--- config.mk ---
export PLATFORM = sky130hd
export DESIGN_NAME = hs_skid_pipe
export DESIGN_NICKNAME = d
export VERILOG_FILES = /design/src/rtl/hs_pkg.sv /design/src/rtl/hs_skid_stage.sv /design/src/rtl/hs_skid_pipe.sv
export SDC_FILE = /design/constraint.sdc
export NUM_CORES = 1
export LEC_CHECK = 0
export BUFFER_PORTS_ARGS = -buffer_cell sky130_fd_sc_hd__buf_4
export CAP_MARGIN = 30
export CORE_UTILIZATION = 56
export CTS_CLUSTER_DIAMETER = 200
export DETAILED_ROUTE_END_ITERATION = 10
export GPL_TIMING_DRIVEN = 0
export PLACE_DENSITY = 0.95
export SLEW_MARGIN = 20
export SYNTH_ARGS = -nofsm -noshare
export SYNTH_HDL_FRONTEND = slang
export SYNTH_SLANG_ARGS = --single-unit
--- constraint.sdc ---
create_clock -name sys_clk -period 4.77 [get_ports sys_clk]
set_input_delay 0.7155 -clock sys_clk [delete_from_list [all_inputs] [get_ports sys_clk]]
set_output_delay 0.7155 -clock sys_clk [all_outputs]
set_load 0.005 [all_outputs]
--- src/rtl/hs_pkg.sv ---
// Shared types for the skid-buffer pipeline: per-stage state encoding and
// the occupancy width helper used by the top-level port list.
package hs_pkg;

  typedef enum logic [1:0] {
    ST_EMPTY = 2'd0,
    ST_BUSY  = 2'd1,
    ST_FULL  = 2'd2
  } stage_state_e;

  // Occupancy spans 0..2*depth inclusive (main + skid per stage).
  function automatic int occ_width(input int depth);
    return $clog2(2 * depth + 1);
  endfunction

endpackage

--- src/rtl/hs_skid_stage.sv ---
// One valid/ready skid stage: main + skid registers, ready decoded from
// registered state only so the downstream ready path is cut here.
module hs_skid_stage
  import hs_pkg::*;
#(
  parameter int DATA_W = 8
) (
  input  logic              sys_clk,
  input  logic              rst_n,
  input  logic              flush,
  input  logic              in_valid,
  input  logic [DATA_W-1:0] in_data,
  output logic              in_ready,
  output logic              out_valid,
  output logic [DATA_W-1:0] out_data,
  input  logic              out_ready
);

  stage_state_e      state_reg, state_next;
  logic [DATA_W-1:0] main_reg, main_next;
  logic [DATA_W-1:0] skid_reg, skid_next;
  logic              in_fire;
  logic              out_fire;

  assign in_ready  = (state_reg != ST_FULL);
  assign out_valid = (state_reg != ST_EMPTY);
  assign out_data  = main_reg;

  always_ff @(posedge sys_clk or negedge rst_n) begin
    if (!rst_n) begin
      state_reg <= ST_EMPTY;
      main_reg  <= '0;
      skid_reg  <= '0;
    end else begin
      state_reg <= state_next;
      main_reg  <= main_next;
      skid_reg  <= skid_next;
    end
  end

  always_comb begin
    state_next = state_reg;
    main_next  = main_reg;
    skid_next  = skid_reg;
    in_fire    = in_valid & in_ready;
    out_fire   = out_valid & out_ready;
    // Flush empties the stage but leaves the data registers untouched.
    if (flush) begin
      state_next = ST_EMPTY;
    end else begin
      unique case (state_reg)
        ST_EMPTY: begin
          if (in_fire) begin
            main_next  = in_data;
            state_next = ST_BUSY;
          end
        end
        ST_BUSY: begin
          if (in_fire && out_fire) begin
            main_next = in_data;
          end else if (in_fire) begin
            skid_next  = in_data;
            state_next = ST_FULL;
          end else if (out_fire) begin
            state_next = ST_EMPTY;
          end
        end
        ST_FULL: begin
          if (out_fire) begin
            main_next  = skid_reg;
            state_next = ST_BUSY;
          end
        end
        default: state_next = ST_EMPTY;
      endcase
    end
  end

endmodule

--- src/rtl/hs_skid_pipe.sv ---
// DEPTH-stage valid/ready retiming pipe with flush, occupancy count and
// optional delivery/stall statistics (enabled by HS_SKID_PIPE_STATS_EN).
module hs_skid_pipe
  import hs_pkg::*;
#(
  parameter int DATA_W = 8,
  parameter int DEPTH  = 2,
  parameter int CNT_W  = 16
) (
  input  logic                        sys_clk,
  input  logic                        rst_n,
  input  logic                        s_valid,
  input  logic [DATA_W-1:0]           s_data,
  output logic                        s_ready,
  output logic                        m_valid,
  output logic [DATA_W-1:0]           m_data,
  input  logic                        m_ready,
  input  logic                        flush,
  output logic [occ_width(DEPTH)-1:0] occupancy,
  output logic [CNT_W-1:0]            beat_cnt,
  output logic [CNT_W-1:0]            stall_cnt
);

  localparam int OCC_W = occ_width(DEPTH);

  logic              link_valid [DEPTH+1];
  logic              link_ready [DEPTH+1];
  logic [DATA_W-1:0] link_data  [DEPTH+1];

  assign link_valid[0]     = s_valid;
  assign link_data[0]      = s_data;
  assign link_ready[DEPTH] = m_ready;

  generate
    for (genvar gi = 0; gi < DEPTH; gi++) begin : g_stage
      hs_skid_stage #(
        .DATA_W(DATA_W)
      ) u_stage (
        .sys_clk  (sys_clk),
        .rst_n    (rst_n),
        .flush    (flush),
        .in_valid (link_valid[gi]),
        .in_data  (link_data[gi]),
        .in_ready (link_ready[gi]),
        .out_valid(link_valid[gi+1]),
        .out_data (link_data[gi+1]),
        .out_ready(link_ready[gi+1])
      );
    end
  endgenerate

  // Flush blocks both handshakes so nothing transfers in the flush cycle.
  assign s_ready = link_ready[0] & ~flush;
  assign m_valid = link_valid[DEPTH] & ~flush;
  assign m_data  = link_data[DEPTH];

  logic             s_fire;
  logic             m_fire;
  logic [OCC_W-1:0] occ_reg, occ_next;

  assign s_fire    = s_valid & s_ready;
  assign m_fire    = m_valid & m_ready;
  assign occupancy = occ_reg;

  always_comb begin
    occ_next = occ_reg;
    if (flush) begin
      occ_next = '0;
    end else begin
      occ_next = occ_reg + OCC_W'(s_fire) - OCC_W'(m_fire);
    end
  end

  always_ff @(posedge sys_clk or negedge rst_n) begin
    if (!rst_n) begin
      occ_reg <= '0;
    end else begin
      occ_reg <= occ_next;
    end
  end

`ifdef HS_SKID_PIPE_STATS_EN
  localparam logic [CNT_W-1:0] CNT_MAX = '1;

  logic [CNT_W-1:0] beat_reg;
  logic [CNT_W-1:0] stall_reg;
  logic             stall;

  assign stall = m_valid & ~m_ready;

  // Saturating counters; flush does not touch them.
  always_ff @(posedge sys_clk or negedge rst_n) begin
    if (!rst_n) begin
      beat_reg  <= '0;
      stall_reg <= '0;
    end else begin
      if (m_fire && (beat_reg != CNT_MAX)) begin
        beat_reg <= beat_reg + CNT_W'(1);
      end
      if (stall && (stall_reg != CNT_MAX)) begin
        stall_reg <= stall_reg + CNT_W'(1);
      end
    end
  end

  assign beat_cnt  = beat_reg;
  assign stall_cnt = stall_reg;
`else
  assign beat_cnt  = '0;
  assign stall_cnt = '0;
`endif

endmodule

==> results of run 1 <==
==> critical path, delay by kind of cell (launching register included) <==
kind	cells	cell delay [ns]
xor+xnor	1	0.16
simple gates	4	0.45
buf+inv	3	0.38
flops	1	0.44
fa+ha+maj	3	0.72
==> cells in the mapped netlist, types with 2 or more instances <==
master and number:
o21ai_0 8, nand2_1 10, ha_1 2, buf_4 34, mux2i_1 9, buf_2 4, o21bai_1 2, dfrtp_1 39
nor2_1 9, nor2b_1 6, inv_1 2, mux2_2 32, a21oi_1 4
==> path summary, 6_finish.rpt <==
kind	from	endpoint	slack, ns	cells after the start
min in group sys_clk	g_stage[1].u_stage.out_data[4]	g_stage[1].u_stage.out_data[4]	0.48	2
max	g_stage[0].u_stage.state_reg[1]	occupancy[2]	2.50	11
max reg2reg	g_stage[0].u_stage.state_reg[1]	occupancy[2]	2.50	11
min	rst_n	g_stage[0].u_stage.skid_reg[4]	0.38	1
max in group asynchronous	rst_n	occupancy[0]	4.07	1
min reg2reg	g_stage[1].u_stage.out_data[4]	g_stage[1].u_stage.out_data[4]	0.48	2
==> power by group through the flow <==
stage / Combinational [mW] / Sequential, mW / Clock, mW
final: 0.180 / 0.430 / 0.213
after CTS: 0.181 / 0.430 / 0.218
after floorplan: 0.111 / 0.427 / 0
after global placement: 0.172 / 0.430 / 0
after detailed placement: 0.180 / 0.436 / 0
after global routing: 0.202 / 0.437 / 0.236
==> layer usage <==
layer | global-route usage | vias up
met2 | 0.311 | 45
li1 | - | 663
met4 | 0.0785 | 0
met5 | 0 | -
met1 | 0.244 | 621
met3 | 0.0766 | 6
==> metrics by stage <==
stage          cells  cell area (µm²)  utilization
2_1_floorplan    209             2190            -
3_3_place_gp     280             2430        0.706
3_5_place_dp     280             2430        0.706
4_1_cts          288             2520        0.731
5_1_grt          288             2520        0.731
6_report         288             2520        0.731
==> cell type report <==
cell class / instances / area share
timing repair buffer: 25 / 0.0746
buffer: 39 / 0.111
clock buffer: 6 / 0.0288
inverter: 2 / 0.00298
sequential: 39 / 0.388
clock inverter: 2 / 0.00497
tap: 46 / 0.0229
multi-input combinational: 129 / 0.366
==> logic make-up after synthesis <==
| kind of cell | after synthesis | share of synthesized area |
|---|---|---|
| compound gates | 20 | 0.0671 |
| xor+xnor | 2 | 0.00847 |
| fa+ha+maj | 3 | 0.0218 |
| buf+inv | 41 | 0.139 |
| flops | 39 | 0.472 |
| mux | 41 | 0.218 |
| other cells | 1 | 0.00181 |
| simple gates | 31 | 0.0726 |
==> metrics.txt, run 1 <==
most frequent cells in the layout=buf_4, dfrtp_1, mux2_2, conb_1, nand2_1; Worst EP required=4.95 ns; Syn Inst Count=178; most common cell after layout, fill and taps aside=buf_4; Combinational Power Share=0.218; Vias=1335; Starting Density=0.601; max layer used=met4; clk_skew=0.00391 ns; Slew Limit Fails=0; Port Buffers=25; Fmax=approximately 440 MHz; Final Hold Vio Count=0; Async SR Flop Fraction=1.00; # setup viols final=0; die footprint=approximately 3900 µm²; Synth top area share=0.472; sequential power share=0.523; Syn Area/Cell=11.6 µm²; max-cap viol count=0; Post-synth EDFFs=0; fill count=243; row count=21; sw frac=0.268; post-CTS sizing=0; hold crit path type=input port to async pin; final setup TNS=0 ns; GPL Wtd Cong=~0.83; final WL=3340 µm; DRC=0; mapped cell area=between 2000 and 2500 µm²; Root Driver=clkbuf_8; Final Net Count=257; detailed placement HPWL=~2500 µm; crit-path max FO=10; Synth area leader=dfrtp_1; hold buffer count at CTS=0; Die Wd=62.8 µm; antenna cells=0; sw power=0.220 mW; First DRT Iteration DRCs=30; RSZ-0062 raised after global routing=false; Ys Warns=0; Avg Vias per Cell=around 4.6; Ports=58; initial antenna violation count=0; # Post-CTS Setup Buffers=0; CP max stage cell=dfrtp_1; Sinks on Clock Net=39; ys flop type=dfrtp_1; first-pass GRT wire length=5890 µm; crit start category=flop; crit-path cells=nor2b_1, buf_2, nor2_1, nand2_1, ha_1, inv_1, ha_1, inv_1, fa_1, xnor2_1, nor2_1; Syn-to-layout area delta=21.6%; Clock Power Share=0.259; Seq cells post-synth=39; worst setup margin=2.50 ns; gr usage total=0.198; met2 WL=1590 µm; sequential share of the synthesized area=0.472; drt wl/cell=11.6 µm; Tot Pwr=0.823 mW; layout cell share with drive strength beyond 1=0.442; later-pin clock latency in the skew report=0.29 ns; vias in the first global route=1256; largest net degree at the start of global routing=40; register area=976 µm²; Num CTS Buffers=5; P_leak=1.30 nW; area of the multi-input gates=922 µm²; Max VDD drop=0.295 mV; status=complete, no violations; final hold slack=about 0.38 ns; drt first pass iters=4; Worst setup EP type=flop; min Tclk post-route=2.27 ns; met3 WL=237 µm; CP max stage delay=0.44 ns; Die Ht=62.8 µm; pre-CTS WS=2.26 ns; WL met1=1460 µm; Worst-path clk slew=0.07 ns; Netlist cell types=30; Core Area=3440 µm²; pwr/cell area=327 nW/µm²; Post-DRT Antenna Nets=0; grt ovf=0; Arr. time, crit path=between 2 and 2.5 ns; Clock Path Buffers=2; Final Cycle Share=0.475; CTS H-Tree Depth=2; Setup Crit Path Kind=flop to flop; Internal=around 0.6 mW; TritonCTS clock tree=done; synth top area cells=dfrtp_1, mux2_2, buf_4
Note: power is estimated with default switching activity, not from simulation.
==> inputs of run 2 (changes only) <==
Settings changed: CORE_UTILIZATION 56 to 52, PLACE_DENSITY 0.95 to 0.9.
Clock period 4.77 ns to 2.2 ns, I/O delays scaled along.
==> run 2 against run 1 <==
Hold slack worse by 0.13 ns. Largest power group unchanged. Register-to-register slack got worse by 2.4 ns. Clock power increased by 110%.
==> metrics.txt, run 2 (synthesis results as in run 1) <==
status=complete, no violations (unchanged); drt first pass iters=4 (unchanged); Sinks on Clock Net=39 (unchanged); sequential power share=0.522 (was 0.523); reg2reg start=g_stage[1].u_stage.state_reg[0] (was g_stage[0].u_stage.state_reg[1]); GPL Wtd Cong=0.809 (was 0.833); layout cell share with drive strength beyond 1=0.451 (was 0.442); sw frac=0.263 (was 0.268); fill count=284 (was 243); Starting Density=0.553 (was 0.601); Ports=58 (unchanged); Syn-to-layout area delta=22.9% (was 21.6%); most common cell after layout, fill and taps aside=buf_4 (unchanged); pre-CTS WS=-0.0638 ns (was 2.26 ns); gr usage total=0.184 (was 0.198); Worst Setup EP=occupancy[1] (was occupancy[2]); final setup TNS=0 ns (unchanged); reg2reg path depth=10 (was 11); final cell count without fillers=292 (was 288); sw power=0.468 mW (was 0.220 mW); Root Driver=clkbuf_8 (unchanged); most frequent cells in the layout=buf_4, dfrtp_1, mux2_2, conb_1, nand2_1 (unchanged); final hold slack=0.242 ns (was 0.376 ns); Post-Route Utilization=0.679 (was 0.731); row count=22 (was 21); Core Area=3740 µm² (was 3440 µm²); min Tclk post-route=2.06 ns (was 2.27 ns); clk_skew=0.00366 ns (was 0.00391 ns); CP max stage cell=fa_2 (was dfrtp_1); largest net degree at the start of global routing=40 (unchanged); Clock Power Share=0.257 (was 0.259); area of the multi-input gates=927 µm² (was 922 µm²); CP max stage delay=0.51 ns (was 0.44 ns); Die Wd=65.1 µm (was 62.8 µm); Final Net Count=259 (was 257); Final Cycle Share=0.937 (was 0.475); crit-path max FO=9 (was 10); Fmax=485 MHz (was 441 MHz); grt ovf=0 (unchanged); pwr/cell area=699 nW/µm² (was 327 nW/µm²); Worst setup EP type=flop (unchanged); initial antenna violation count=0 (unchanged); RSZ-0062 raised after global routing=false (unchanged); Arr. time, crit path=2.23 ns (was 2.44 ns); flop2flop setup slack=0.14 ns (was 2.50 ns); detailed placement HPWL=2500 µm (was 2490 µm); Critical Path Start=g_stage[1].u_stage.state_reg[0] (was g_stage[0].u_stage.state_reg[1]); post-route design area=2540 µm² (was 2520 µm²); vias in the first global route=1233 (was 1256); Setup Crit Path Kind=flop to flop (unchanged); Die Ht=65.1 µm (was 62.8 µm); Avg Vias per Cell=4.57 (was 4.64); Clock Path Buffers=2 (unchanged); die footprint=4240 µm² (was 3940 µm²); max-cap viol count=0 (unchanged); crit start category=flop (unchanged); Worst R2R End=occupancy[1] (was occupancy[2]); Worst-path clk slew=0.07 ns (about the same); CTS H-Tree Depth=2 (unchanged); Post-DRT Antenna Nets=0 (unchanged); Final Hold Vio Count=0 (unchanged); dpl cells=282 (was 280); First DRT Iteration DRCs=20 (was 30); # setup viols final=0 (unchanged); Tot Pwr=1.78 mW (was 0.823 mW); final WL=3400 µm (was 3340 µm); hold crit path type=input port to flop (was input port to async pin); worst setup margin=0.139 ns (was 2.50 ns); Port Buffers=25 (unchanged); crit-path cells=buf_4, nor2_2, nor2_1, and2_1, ha_1, inv_1, ha_1, inv_1, fa_2, nor2_1 (was nor2b_1, buf_2, nor2_1, nand2_1, ha_1, inv_1, ha_1, inv_1, fa_1, xnor2_1, nor2_1); Internal=1.31 mW (was 0.602 mW); DP Area=2430 µm² (about the same); first-pass GRT wire length=5680 µm (was 5890 µm); TritonCTS clock tree=done (unchanged); Max VDD drop=0.433 mV (was 0.295 mV); drt wl/cell=11.7 µm (was 11.6 µm); Combinational Power Share=0.221 (was 0.218); Worst EP required=2.37 ns (was 4.95 ns); antenna cells=0 (unchanged); P_leak=1.31 nW (was 1.30 nW); Slew Limit Fails=0 (unchanged); Vias=1334 (was 1335); Num CTS Buffers=5 (unchanged); register area=977 µm² (was 976 µm²); later-pin clock latency in the skew report=0.29 ns (about the same); DRC=0 (unchanged)
run 2: changes by cell type in the layout (fill, tap and decap cells not counted), sizes merged:
cell         before  now
dlygate4sd3       0    1
buf              63   65
clkinvlp          1    0
run 2: timing repair:
action | CTS | global route
gates resized for setup | 1 | 3
pin swaps | 0 | 1
setup buffers | 1 | 1
hold buffers | 1 | 0
hold endpoints to repair | 4 | 0
endpoints found under the setup margin | 1 | 2
run 2: layout make-up:
| cell class | instances | area share |
|---|---|---|
| plain buffers | 38 | 0.109 |
| inverters | 2 | 0.00295 |
| well taps | 48 | 0.0236 |
| multi-input cells | 129 | 0.364 |
| clock inverters | 1 | 0.00197 |
| repair buffers | 28 | 0.0836 |
| clock buffers | 7 | 0.0300 |
| flip-flops and latches | 39 | 0.384 |
run 2: worst min path at each step:
| stage | start | to | slack (ns) | cells after the start |
|---|---|---|---|---|
| floorplan | rst_n | g_stage[0].u_stage.out_data[0] | 0.03 | 0 |
| global placement | rst_n | occupancy[0] | 0.32 | 1 |
| detailed placement | rst_n | occupancy[0] | 0.32 | 1 |
| CTS | m_ready | g_stage[1].u_stage.state_reg[1] | 0.23 | 2 |
| global route | m_ready | g_stage[1].u_stage.state_reg[1] | 0.24 | 2 |
| finish | m_ready | g_stage[1].u_stage.state_reg[1] | 0.24 | 2 |
run 2: worst max-delay path: cells and delay by family, from the launching register on:
kind	cells	cell delay, ns
adders and majority gates	3	0.93
buffers and inverters	3	0.27
DFF	1	0.37
and+or+nand+nor	4	0.38
run 2: metal layers:
metal | routed length [µm] | vias to the layer above | global-route usage
li1 | - | 670 | -
met5 | 0 | - | 0
met3 | 233 | 3 | 0.0722
met4 | 49 | 0 | 0.0707
met1 | 1530 | 616 | 0.226
met2 | 1590 | 45 | 0.293
run 2: power groups by stage:
stage / Combinational (mW) / Clock (mW) / Sequential [mW]
3_5_place_dp: 0.393 / 0 / 0.940
5_1_grt: 0.441 / 0.505 / 0.949
4_1_cts: 0.397 / 0.472 / 0.927
2_1_floorplan: 0.240 / 0 / 0.927
3_3_place_gp: 0.377 / 0 / 0.931
6_report: 0.393 / 0.456 / 0.927
==> inputs of run 3 (changes only) <==
Settings changed: CORE_MARGIN set to 2.
==> run 3 against run 2 <==
Critical path type unchanged. Clock skew rose by 0.0041 ns. Largest cell class unchanged. Highest routed layer unchanged. Critical path depth is 1 higher. Non-clock buffer count shrank 2. Utilization grew 0.57 points. Final area increased by 0.84%.
==> metrics.txt, run 3 (synthesis results as in run 1) <==
Arr. time, crit path=2.20 ns (was 2.23 ns); Clock Power Share=0.309 (was 0.257); Starting Density=0.553 (unchanged); Setup Crit Path Kind=flop to flop (unchanged); Worst setup EP type=flop (unchanged); CP top delay family=adder cells (unchanged); final WL=3160 µm (was 3400 µm); Sinks on Clock Net=39 (unchanged); Internal=1.42 mW (was 1.31 mW); DRC=0 (unchanged); P_leak=1.31 nW (about the same); status=complete, no violations (unchanged); detailed placement HPWL=2470 µm (was 2500 µm); Final Cycle Share=0.921 (was 0.937); reg2reg start=g_stage[1].u_stage.state_reg[0] (unchanged); pwr/cell area=741 nW/µm² (was 699 nW/µm²); sw power=0.478 mW (was 0.468 mW); crit-path cells=buf_4, nor2_1, nor2_1, and2_1, ha_1, inv_1, ha_1, inv_1, fa_1, xnor2_1, nor2_1 (was buf_4, nor2_2, nor2_1, and2_1, ha_1, inv_1, ha_1, inv_1, fa_2, nor2_1); Slew Limit Fails=0 (unchanged); antenna cells=0 (unchanged); Worst EP required=2.38 ns (was 2.37 ns); row count=22 (unchanged); Worst-path clk slew=0.07 ns (about the same); CP max stage delay=0.37 ns (was 0.51 ns); hold crit path type=input port to flop (unchanged); GPL Wtd Cong=0.799 (was 0.809); Vias=1293 (was 1334); Fmax=494 MHz (was 485 MHz); WHS Path Cells=2 (unchanged); Core Area=3740 µm² (unchanged); sequential power share=0.488 (was 0.522); clk_skew=0.00776 ns (was 0.00366 ns); CTS H-Tree Depth=2 (unchanged); WP buf/inv=3 (unchanged); reg2reg path depth=11 (was 10); drt wl/cell=10.9 µm (was 11.7 µm); Worst R2R End=occupancy[2] (was occupancy[1]); later-pin clock latency in the skew report=0.30 ns (was 0.29 ns); fill count=277 (was 284); sw frac=0.252 (was 0.263); final hold slack=0.243 ns (was 0.242 ns); Port Buffers=25 (unchanged); Clock Path Buffers=2 (unchanged); Final Net Count=257 (was 259); hold_sp=m_ready (unchanged); vias in the first global route=1237 (was 1233); RSZ-0062 raised after global routing=false (unchanged); grt ovf=0 (unchanged); most frequent cells in the layout=buf_4, dfrtp_1, mux2_2, conb_1, nand2_1 (unchanged); Root Driver=clkbuf_8 (unchanged); die footprint=4500 µm² (was 4240 µm²); CP max stage cell=fa_1 (was fa_2); Ports=58 (unchanged); drt first pass iters=4 (unchanged); initial antenna violation count=0 (unchanged); Avg Vias per Cell=4.46 (was 4.57); final setup TNS=0 ns (unchanged); First DRT Iteration DRCs=31 (was 20); hold path endpoint=g_stage[1].u_stage.state_reg[1] (unchanged); max-cap viol count=0 (unchanged); Syn-to-layout area delta=23.9% (was 22.9%); min Tclk post-route=2.03 ns (was 2.06 ns); Post-DRT Antenna Nets=0 (unchanged); TritonCTS clock tree=done (unchanged); Die Wd=67.1 µm (was 65.1 µm); largest net degree at the start of global routing=40 (unchanged); Combinational Power Share=0.204 (was 0.221); Num CTS Buffers=5 (unchanged); Tot Pwr=1.90 mW (was 1.78 mW); Max VDD drop=0.607 mV (was 0.433 mV); crit start category=flop (unchanged); gr usage total=0.163 (was 0.184); # setup viols final=0 (unchanged); Critical Path Start=g_stage[1].u_stage.state_reg[0] (unchanged); crit-path max FO=9 (unchanged); most common cell after layout, fill and taps aside=buf_4 (unchanged); most frequent CP cell=nor2_1; Die Ht=67.1 µm (was 65.1 µm); Final Hold Vio Count=0 (unchanged); first-pass GRT wire length=5420 µm (was 5680 µm); Post-Route Utilization=0.685 (was 0.679); layout cell share with drive strength beyond 1=0.455 (was 0.451); flop2flop setup slack=0.17 ns (was 0.14 ns)
run 3: worst max path at each step:
stage | endpoint | depth (start not counted)
2_1_floorplan | occupancy[2] | 11
3_3_place_gp | occupancy[2] | 11
3_5_place_dp | occupancy[2] | 11
4_1_cts | occupancy[2] | 10
5_1_grt | occupancy[2] | 11
6_report | occupancy[2] | 11
run 3: layer usage:
metal	GRT usage	wire, µm	share of wire
met1	0.206	1390	0.44
met2	0.244	1450	0.46
met3	0.0608	241	0.076
met4	0.0842	74	0.023
met5	0	0	0
run 3: cell type report:
type,instances,area [µm²],area share
flip-flops and latches,39,977,0.381
repair buffers,27,205,0.0800
multi-input cells,129,932,0.363
clock inverters,3,43.8,0.0171
clock buffers,5,68.8,0.0268
inverters,2,7.51,0.00293
well taps,48,60.1,0.0234
plain buffers,37,270,0.105
run 3: per-stage QoR:
step	setup WS (ns)	instances	instance area [µm²]
finish	0.174	290	2560
global route	0.00868	290	2560
CTS	0.100	290	2560
detailed placement	-0.0487	282	2430
global placement	0.0238	282	2430
floorplan	0.103	209	2190
run 3: repair_timing:
| action | 4_1_cts | 5_1_grt |
|---|---|---|
| buffers inserted | 0 | 1 |
| pin swaps | 0 | 1 |
| hold endpoints to repair | 11 | 0 |
| gates resized for setup | 4 | 0 |
| hold buffers | 1 | 0 |
| setup endpoints to repair | 1 | 1 |
run 3: worst register-to-register path: cells and delay by family (launching register included):
kind	cells	cell delay, ns
buffers and inverters	3	0.27
xor gates and xnor gates	1	0.14
adders and majority gates	3	0.78
and+or+nand+nor	4	0.37
DFF	1	0.36
run 3: power groups by stage:
| stage | Sequential, mW | Clock [mW] | Combinational (mW) |
|---|---|---|---|
| 6_report | 0.927 | 0.587 | 0.387 |
| 5_1_grt | 0.948 | 0.633 | 0.436 |
| 3_5_place_dp | 0.942 | 0 | 0.391 |
| 3_3_place_gp | 0.929 | 0 | 0.380 |
| 2_1_floorplan | 0.927 | 0 | 0.240 |
| 4_1_cts | 0.928 | 0.601 | 0.394 |
